**src/rtl/mostrar_resultado.sv**
```systemverilog
// mostrar_resultado: shows a signed 16-bit Booth product in decimal on an
// 8-digit multiplexed seven-segment display.
//   - Binary-to-BCD conversion is sequential double-dabble, one shift per cycle.
//   - Display registers are loaded only when a conversion completes.
//   - Digit scan: a counter over 0..REFRESH_DIV advances the digit index.
// Optional feature: define LEADING_ZERO_BLANK_EN to blank leading zero digits
// 4..1. Digit 0 is always shown.
// Handshake: producto is accepted on a rising edge where listo=1 and
// producto_valido=1. A strobe while listo=0 is dropped; it is never queued.
module mostrar_resultado #(
    parameter int REFRESH_DIV = 99999
) (
    input  logic        CLK100MHZ,
    input  logic        reset,
    input  logic [15:0] producto,
    input  logic        producto_valido,
    output logic        listo,
    output logic [7:0]  an,
    output logic [6:0]  seg,
    output logic        dp
);

    localparam int CW = (REFRESH_DIV > 0) ? $clog2(REFRESH_DIV + 1) : 1;

    typedef enum logic [1:0] {
        IDLE = 2'd0,
        CONV = 2'd1,
        DONE = 2'd2
    } state_t;

    state_t      state_q, state_d;
    logic [15:0] mag_q, mag_d;
    logic [19:0] bcd_q, bcd_d;
    logic        sign_q, sign_d;
    logic [3:0]  bit_cnt_q, bit_cnt_d;
    logic [19:0] disp_bcd_q, disp_bcd_d;
    logic        disp_sign_q, disp_sign_d;
    logic [CW-1:0] scan_cnt_q, scan_cnt_d;
    logic [2:0]  digit_q, digit_d;
    logic [7:0]  an_q, an_d;
    logic [6:0]  seg_q, seg_d;
    logic [19:0] bcd_adj;

    // Active-low segment pattern for one decimal digit; codes above 9 blank.
    function automatic logic [6:0] hex_to_seg(input logic [3:0] d);
        logic [6:0] s;
        case (d)
            4'd0:    s = 7'b1000000;
            4'd1:    s = 7'b1111001;
            4'd2:    s = 7'b0100100;
            4'd3:    s = 7'b0110000;
            4'd4:    s = 7'b0011001;
            4'd5:    s = 7'b0010010;
            4'd6:    s = 7'b0000010;
            4'd7:    s = 7'b1111000;
            4'd8:    s = 7'b0000000;
            4'd9:    s = 7'b0010000;
            default: s = 7'b1111111;
        endcase
        return s;
    endfunction

    // Segment pattern for a display position, given the shown value and sign.
    function automatic logic [6:0] digit_seg(input logic [2:0]  idx,
                                             input logic [19:0] bcd,
                                             input logic        sign);
        logic [6:0] s;
        logic       blank;
        blank = 1'b0;
`ifdef LEADING_ZERO_BLANK_EN
        case (idx)
            3'd4:    blank = (bcd[19:16] == 4'd0);
            3'd3:    blank = (bcd[19:12] == 8'd0);
            3'd2:    blank = (bcd[19:8]  == 12'd0);
            3'd1:    blank = (bcd[19:4]  == 16'd0);
            default: blank = 1'b0;
        endcase
`else
        blank = 1'b0;
`endif
        case (idx)
            3'd7, 3'd6: s = 7'b1111111;
            3'd5:       s = sign ? 7'b0111111 : 7'b1111111;
            default:    s = blank ? 7'b1111111 : hex_to_seg(bcd[idx*4 +: 4]);
        endcase
        return s;
    endfunction

    // Conversion FSM: next state, double-dabble step and display load.
    always_comb begin
        state_d     = state_q;
        mag_d       = mag_q;
        bcd_d       = bcd_q;
        sign_d      = sign_q;
        bit_cnt_d   = bit_cnt_q;
        disp_bcd_d  = disp_bcd_q;
        disp_sign_d = disp_sign_q;
        bcd_adj     = bcd_q;
        for (int i = 0; i < 5; i++) begin
            if (bcd_q[i*4 +: 4] >= 4'd5) begin
                bcd_adj[i*4 +: 4] = bcd_q[i*4 +: 4] + 4'd3;
            end
        end
        case (state_q)
            IDLE: begin
                if (producto_valido) begin
                    sign_d    = producto[15];
                    mag_d     = producto[15] ? (~producto + 16'd1) : producto;
                    bcd_d     = 20'd0;
                    bit_cnt_d = 4'd0;
                    state_d   = CONV;
                end
            end
            CONV: begin
                bcd_d     = {bcd_adj[18:0], mag_q[15]};
                mag_d     = {mag_q[14:0], 1'b0};
                bit_cnt_d = bit_cnt_q + 4'd1;
                if (bit_cnt_q == 4'd15) begin
                    state_d = DONE;
                end
            end
            DONE: begin
                disp_bcd_d  = bcd_q;
                disp_sign_d = sign_q;
                state_d     = IDLE;
            end
            default: state_d = IDLE;
        endcase
    end

    // Digit scan: counter, index, and registered anode/segment drive.
    always_comb begin
        scan_cnt_d = scan_cnt_q + CW'(1);
        digit_d    = digit_q;
        if (scan_cnt_q == CW'(REFRESH_DIV)) begin
            scan_cnt_d = '0;
            digit_d    = digit_q + 3'd1;
        end
        an_d  = ~(8'b0000_0001 << digit_d);
        seg_d = digit_seg(digit_d, disp_bcd_d, disp_sign_d);
    end

    // State register for conversion, display and scan logic.
    always_ff @(posedge CLK100MHZ) begin
        if (reset) begin
            state_q     <= IDLE;
            mag_q       <= 16'd0;
            bcd_q       <= 20'd0;
            sign_q      <= 1'b0;
            bit_cnt_q   <= 4'd0;
            disp_bcd_q  <= 20'd0;
            disp_sign_q <= 1'b0;
            scan_cnt_q  <= '0;
            digit_q     <= 3'd0;
            an_q        <= 8'b1111_1110;
            seg_q       <= 7'b1000000;
        end else begin
            state_q     <= state_d;
            mag_q       <= mag_d;
            bcd_q       <= bcd_d;
            sign_q      <= sign_d;
            bit_cnt_q   <= bit_cnt_d;
            disp_bcd_q  <= disp_bcd_d;
            disp_sign_q <= disp_sign_d;
            scan_cnt_q  <= scan_cnt_d;
            digit_q     <= digit_d;
            an_q        <= an_d;
            seg_q       <= seg_d;
        end
    end

    assign listo = (state_q == IDLE);
    assign an    = an_q;
    assign seg   = seg_q;
    assign dp    = 1'b1;

endmodule

```
**config.mk**
```make
export PLATFORM = sky130hd
export DESIGN_NAME = mostrar_resultado
export DESIGN_NICKNAME = d
export VERILOG_FILES = /design/src/rtl/mostrar_resultado.sv
export SDC_FILE = /design/constraint.sdc
export NUM_CORES = 1
export LEC_CHECK = 0
export BUFFER_PORTS_ARGS = -buffer_cell sky130_fd_sc_hd__buf_2
export CORE_MARGIN = 2
export CORE_UTILIZATION = 50
export DETAILED_ROUTE_END_ITERATION = 6
export PLACE_DENSITY = 0.71
export SLEW_MARGIN = 20
export SYNTH_ARGS = -nofsm -noshare
export SYNTH_HDL_FRONTEND = slang
export SYNTH_SLANG_ARGS = --single-unit
export TNS_END_PERCENT = 100
```
**constraint.sdc**
```tcl
create_clock -name CLK100MHZ -period 2.7 [get_ports CLK100MHZ]
set_input_delay 0.54 -clock CLK100MHZ [delete_from_list [all_inputs] [get_ports CLK100MHZ]]
set_output_delay 0.54 -clock CLK100MHZ [all_outputs]
set_load 0.005 [all_outputs]
```
==> flow_metrics.env <==
export IMPL_status="finished, violations left"
export IMPL_violated_checks="negative setup slack"
export IMPL_final_hold_viol_count=0
export IMPL_postSynthCellCount=597
export IMPL_post_dp_hpwl_um=8070
export IMPL_timing_final_setup_violations=1
export IMPL_leakage_nw=2.40
export IMPL_worst_clock_skew_ps=10.5
export IMPL_fp_dieH_um=106
export IMPL_pwr_share_comb=0.079
export IMPL_post_drt_wl_per_cell_um=14.2
export IMPL_setup_slack_ps=-2.96
export IMPL_clock_sink_count=99
export IMPL_ys_warnings_count=0
export IMPL_final_net_count=699
export IMPL_antenna_left=0
export IMPL_vias_per_cell=5.62
export IMPL_route_vias_total=4502
export IMPL_postSynthRegisterBits=99
export IMPL_grt_remaining_overflow=0
export IMPL_worst_slew_pin_tran_ps=894
export IMPL_cp_buffers_inverters=0
export IMPL_antenna_diode_count=0
export IMPL_cts_inserted_buffers=9
export IMPL_avgSynthCellArea_um2=8.76
export IMPL_ys_types=57
export IMPL_path_class="reg -> reg"
export IMPL_flow_area_growth_from_synthesis_pct=17.0
export IMPL_drt_total_wl_um=11300
export IMPL_grt_first_pass_wirelength_um=19500
export IMPL_clock_tree_from_tritoncts="built"
export IMPL_final_min_period_over_clock_period=1.00
export IMPL_p_int_mw=1.95
export IMPL_reg_to_reg_startpoint="state_q[0]"
export IMPL_grt_setup_unrepaired="yes"
export IMPL_max_cap_violations=0
export IMPL_floorplan_initialDensity=0.511
export IMPL_post_layout_nonfiller_instances=801
export IMPL_worstPathArrival_ps=3010
export IMPL_clockBufferDepth=2
export IMPL_grt_pass1_vias=4335
export IMPL_category_of_cells_accounting_for_the_largest_share_of_critical_path_delay="simple AND/OR/NAND/NOR gates"
export IMPL_std_cell_rows=37
export IMPL_grt_total_usage=0.210
export IMPL_drtPass1Iterations=4
export IMPL_clk_latency_ps=380
export IMPL_initial_antenna_violation_count=0
export IMPL_final_min_clock_period_ps=2700
export IMPL_synthArstFlopShare=0
export IMPL_clk_pin_slew_worst_paths_ps=90
export IMPL_drt_first_iter_violations=218
export IMPL_maxClockFrequency_ghz=0.370
export IMPL_htreeDepth=3
export IMPL_timing_max_slew_rel_slack=0.402
export IMPL_syn_num_nets=636
export IMPL_numPortBuffers=34
export IMPL_gp_routability_congestion=0.814
export IMPL_critical_path_startpoint_type="register"
export IMPL_hold_start="reset"
export IMPL_synth_top_flop_cell="sky130_fd_sc_hd__dfxtp_1"
export IMPL_power_switching_uw=653
export IMPL_crit_fanout=6
export IMPL_ioPinCount=36
export IMPL_grt_start_max_net_pins=40
export IMPL_clock_tree_root_cell="sky130_fd_sc_hd__clkbuf_8"
export IMPL_setup_worst_path_end_class="register"
export IMPL_synth_seq_area_share=0.379
export IMPL_layout_drive_gt1_share=0.229
export IMPL_worstPathCellList="nand2b_4, mux4_2, and3_1, or4_4, mux2i_4, ha_4, nand4b_1, a31oi_1"
export IMPL_min_path_type="in -> reg"
export IMPL_p_per_area_mw_per_mm2=425
export IMPL_slew_viol_final=0
export IMPL_required_ps=3010
export IMPL_final_core_utilization=0.598
export IMPL_power_switching_share=0.251
export IMPL_dp_cells=781
export IMPL_die_footprint_mm2=0.0113
export IMPL_share_seq_of_total_power=0.577
export IMPL_die_w_um=106
export IMPL_drc=0
export IMPL_critical_path_startpoint="state_q[0]"
export IMPL_clock_power_share=0.344
export IMPL_syn_cell_area_mm2=0.00523
export IMPL_register_to_register_setup_slack_ps=-3
export IMPL_cpMaxStageDelayCell="sky130_fd_sc_hd__or4_4"
export IMPL_floorplan_core_area_mm2=0.0102
export IMPL_crit_path_max_incr_delay_ps=560
export IMPL_synth_edf_count=0
export IMPL_peak_supply_drop_mv=0.261
-- cell usage after synthesis, drive strengths merged (8+ instances only) --
cell type  instances  share of area
xnor2             18          0.030
dfxtp             99           0.38
a22oi             11          0.016
o21ai             27          0.026
nand2b             9          0.012
nor3              11          0.011
nor2              68          0.049
or4               10          0.015
buf                8         0.0089
a21oi             57          0.055
clkbuf            31          0.022
inv               18          0.013
mux2i             18          0.038
nand2             51          0.037
nor3b              9          0.014
and3              12          0.014
xor2              16          0.027
mux4              16          0.071
nand3             29          0.028
a31oi              8         0.0096
ha                20          0.048
-- metrics by stage --
step                setup WS [ps]  hold WS, ps  setup TNS, ps  instance area, um2  total power, mW
finish                      -2.96          430          -2.96                6120             2.60
CTS                        0.0353          425              0                6040             2.62
global placement            -92.1          463           -191                5820             1.73
floorplan                    10.6          426              0                5270             1.67
global route                 -123          439           -652                6120             2.70
detailed placement           -178          463           -867                5820             1.74
-- power groups by stage --
| stage | Combinational [mW] | Sequential (mW) | Clock (mW) |
|---|---|---|---|
| floorplan | 0.136 | 1.53 | 0 |
| global placement | 0.201 | 1.53 | 0 |
| detailed placement | 0.206 | 1.53 | 0 |
| CTS | 0.207 | 1.50 | 0.907 |
| global route | 0.232 | 1.51 | 0.959 |
| finish | 0.206 | 1.50 | 0.896 |
-- area by class of cell --
| type | instances | area [um2] |
|---|---|---|
| multi-input combinational | 442 | 3110 |
| timing repair buffer | 90 | 594 |
| clock inverter | 3 | 22.5 |
| sequential | 99 | 1990 |
| inverter | 18 | 67.6 |
| tap | 136 | 170 |
| fill | 880 | 4110 |
| clock buffer | 13 | 159 |
-- flip-flops by register name (all words and copies together) (netlist names) --
register,cells
sign_q,1
digit_q,3
scan_cnt_q,17
seg,7
bit_cnt_q,4
state_q,2
mag_q,16
disp_sign_q,1
disp_bcd_q,20
bcd_q,20
an,8
-- repair_timing --
item	in CTS	in global routing
resized for setup	2	23
pin swaps	0	6
endpoints found under the setup margin	7	7
hold buffers	0	0
setup buffers	3	0
gates cloned	1	0
-- kinds of logic after synthesis --
group	after synthesis	share of synthesized area
multiplexers	37	0.116
other	1	0.000717
buffers and inverters	57	0.0443
XOR/XNOR	34	0.0569
AND/OR/NAND/NOR	226	0.217
AO/OA/AOI/OAI	123	0.138
flip-flops	99	0.379
adder cells (fa/ha/maj)	20	0.0478
-- final timing paths --
path / end / cells after the start
setup reg to reg: seg[3] / 8
hold / removal: digit_q[0] / 2
setup / recovery: seg[3] / 8
hold reg to reg: mag_q[0] / 2
-- layout by cell type (no fill, tap or decap), types with 11 or more instances in the layout --
master / n
sky130_fd_sc_hd__clkbuf_8: 11
sky130_fd_sc_hd__o21ai_0: 27
sky130_fd_sc_hd__inv_1: 16
sky130_fd_sc_hd__mux2i_1: 15
sky130_fd_sc_hd__buf_2: 34
sky130_fd_sc_hd__dfxtp_1: 91
sky130_fd_sc_hd__a21oi_1: 57
sky130_fd_sc_hd__mux4_2: 13
sky130_fd_sc_hd__nand2_1: 51
sky130_fd_sc_hd__and3_1: 12
sky130_fd_sc_hd__nand3_1: 29
sky130_fd_sc_hd__nor3_1: 11
sky130_fd_sc_hd__xor2_1: 16
sky130_fd_sc_hd__buf_4: 55
sky130_fd_sc_hd__nor2_1: 67
sky130_fd_sc_hd__xnor2_1: 18
sky130_fd_sc_hd__a22oi_1: 11
sky130_fd_sc_hd__ha_1: 17
-- layer usage --
layer | share of wire | global-route usage
met5 | 0 | 0
met4 | 0.014 | 0.0724
met3 | 0.028 | 0.0258
met2 | 0.49 | 0.357
met1 | 0.46 | 0.275
No activity file was read; power rests on OpenSTA's default activity.
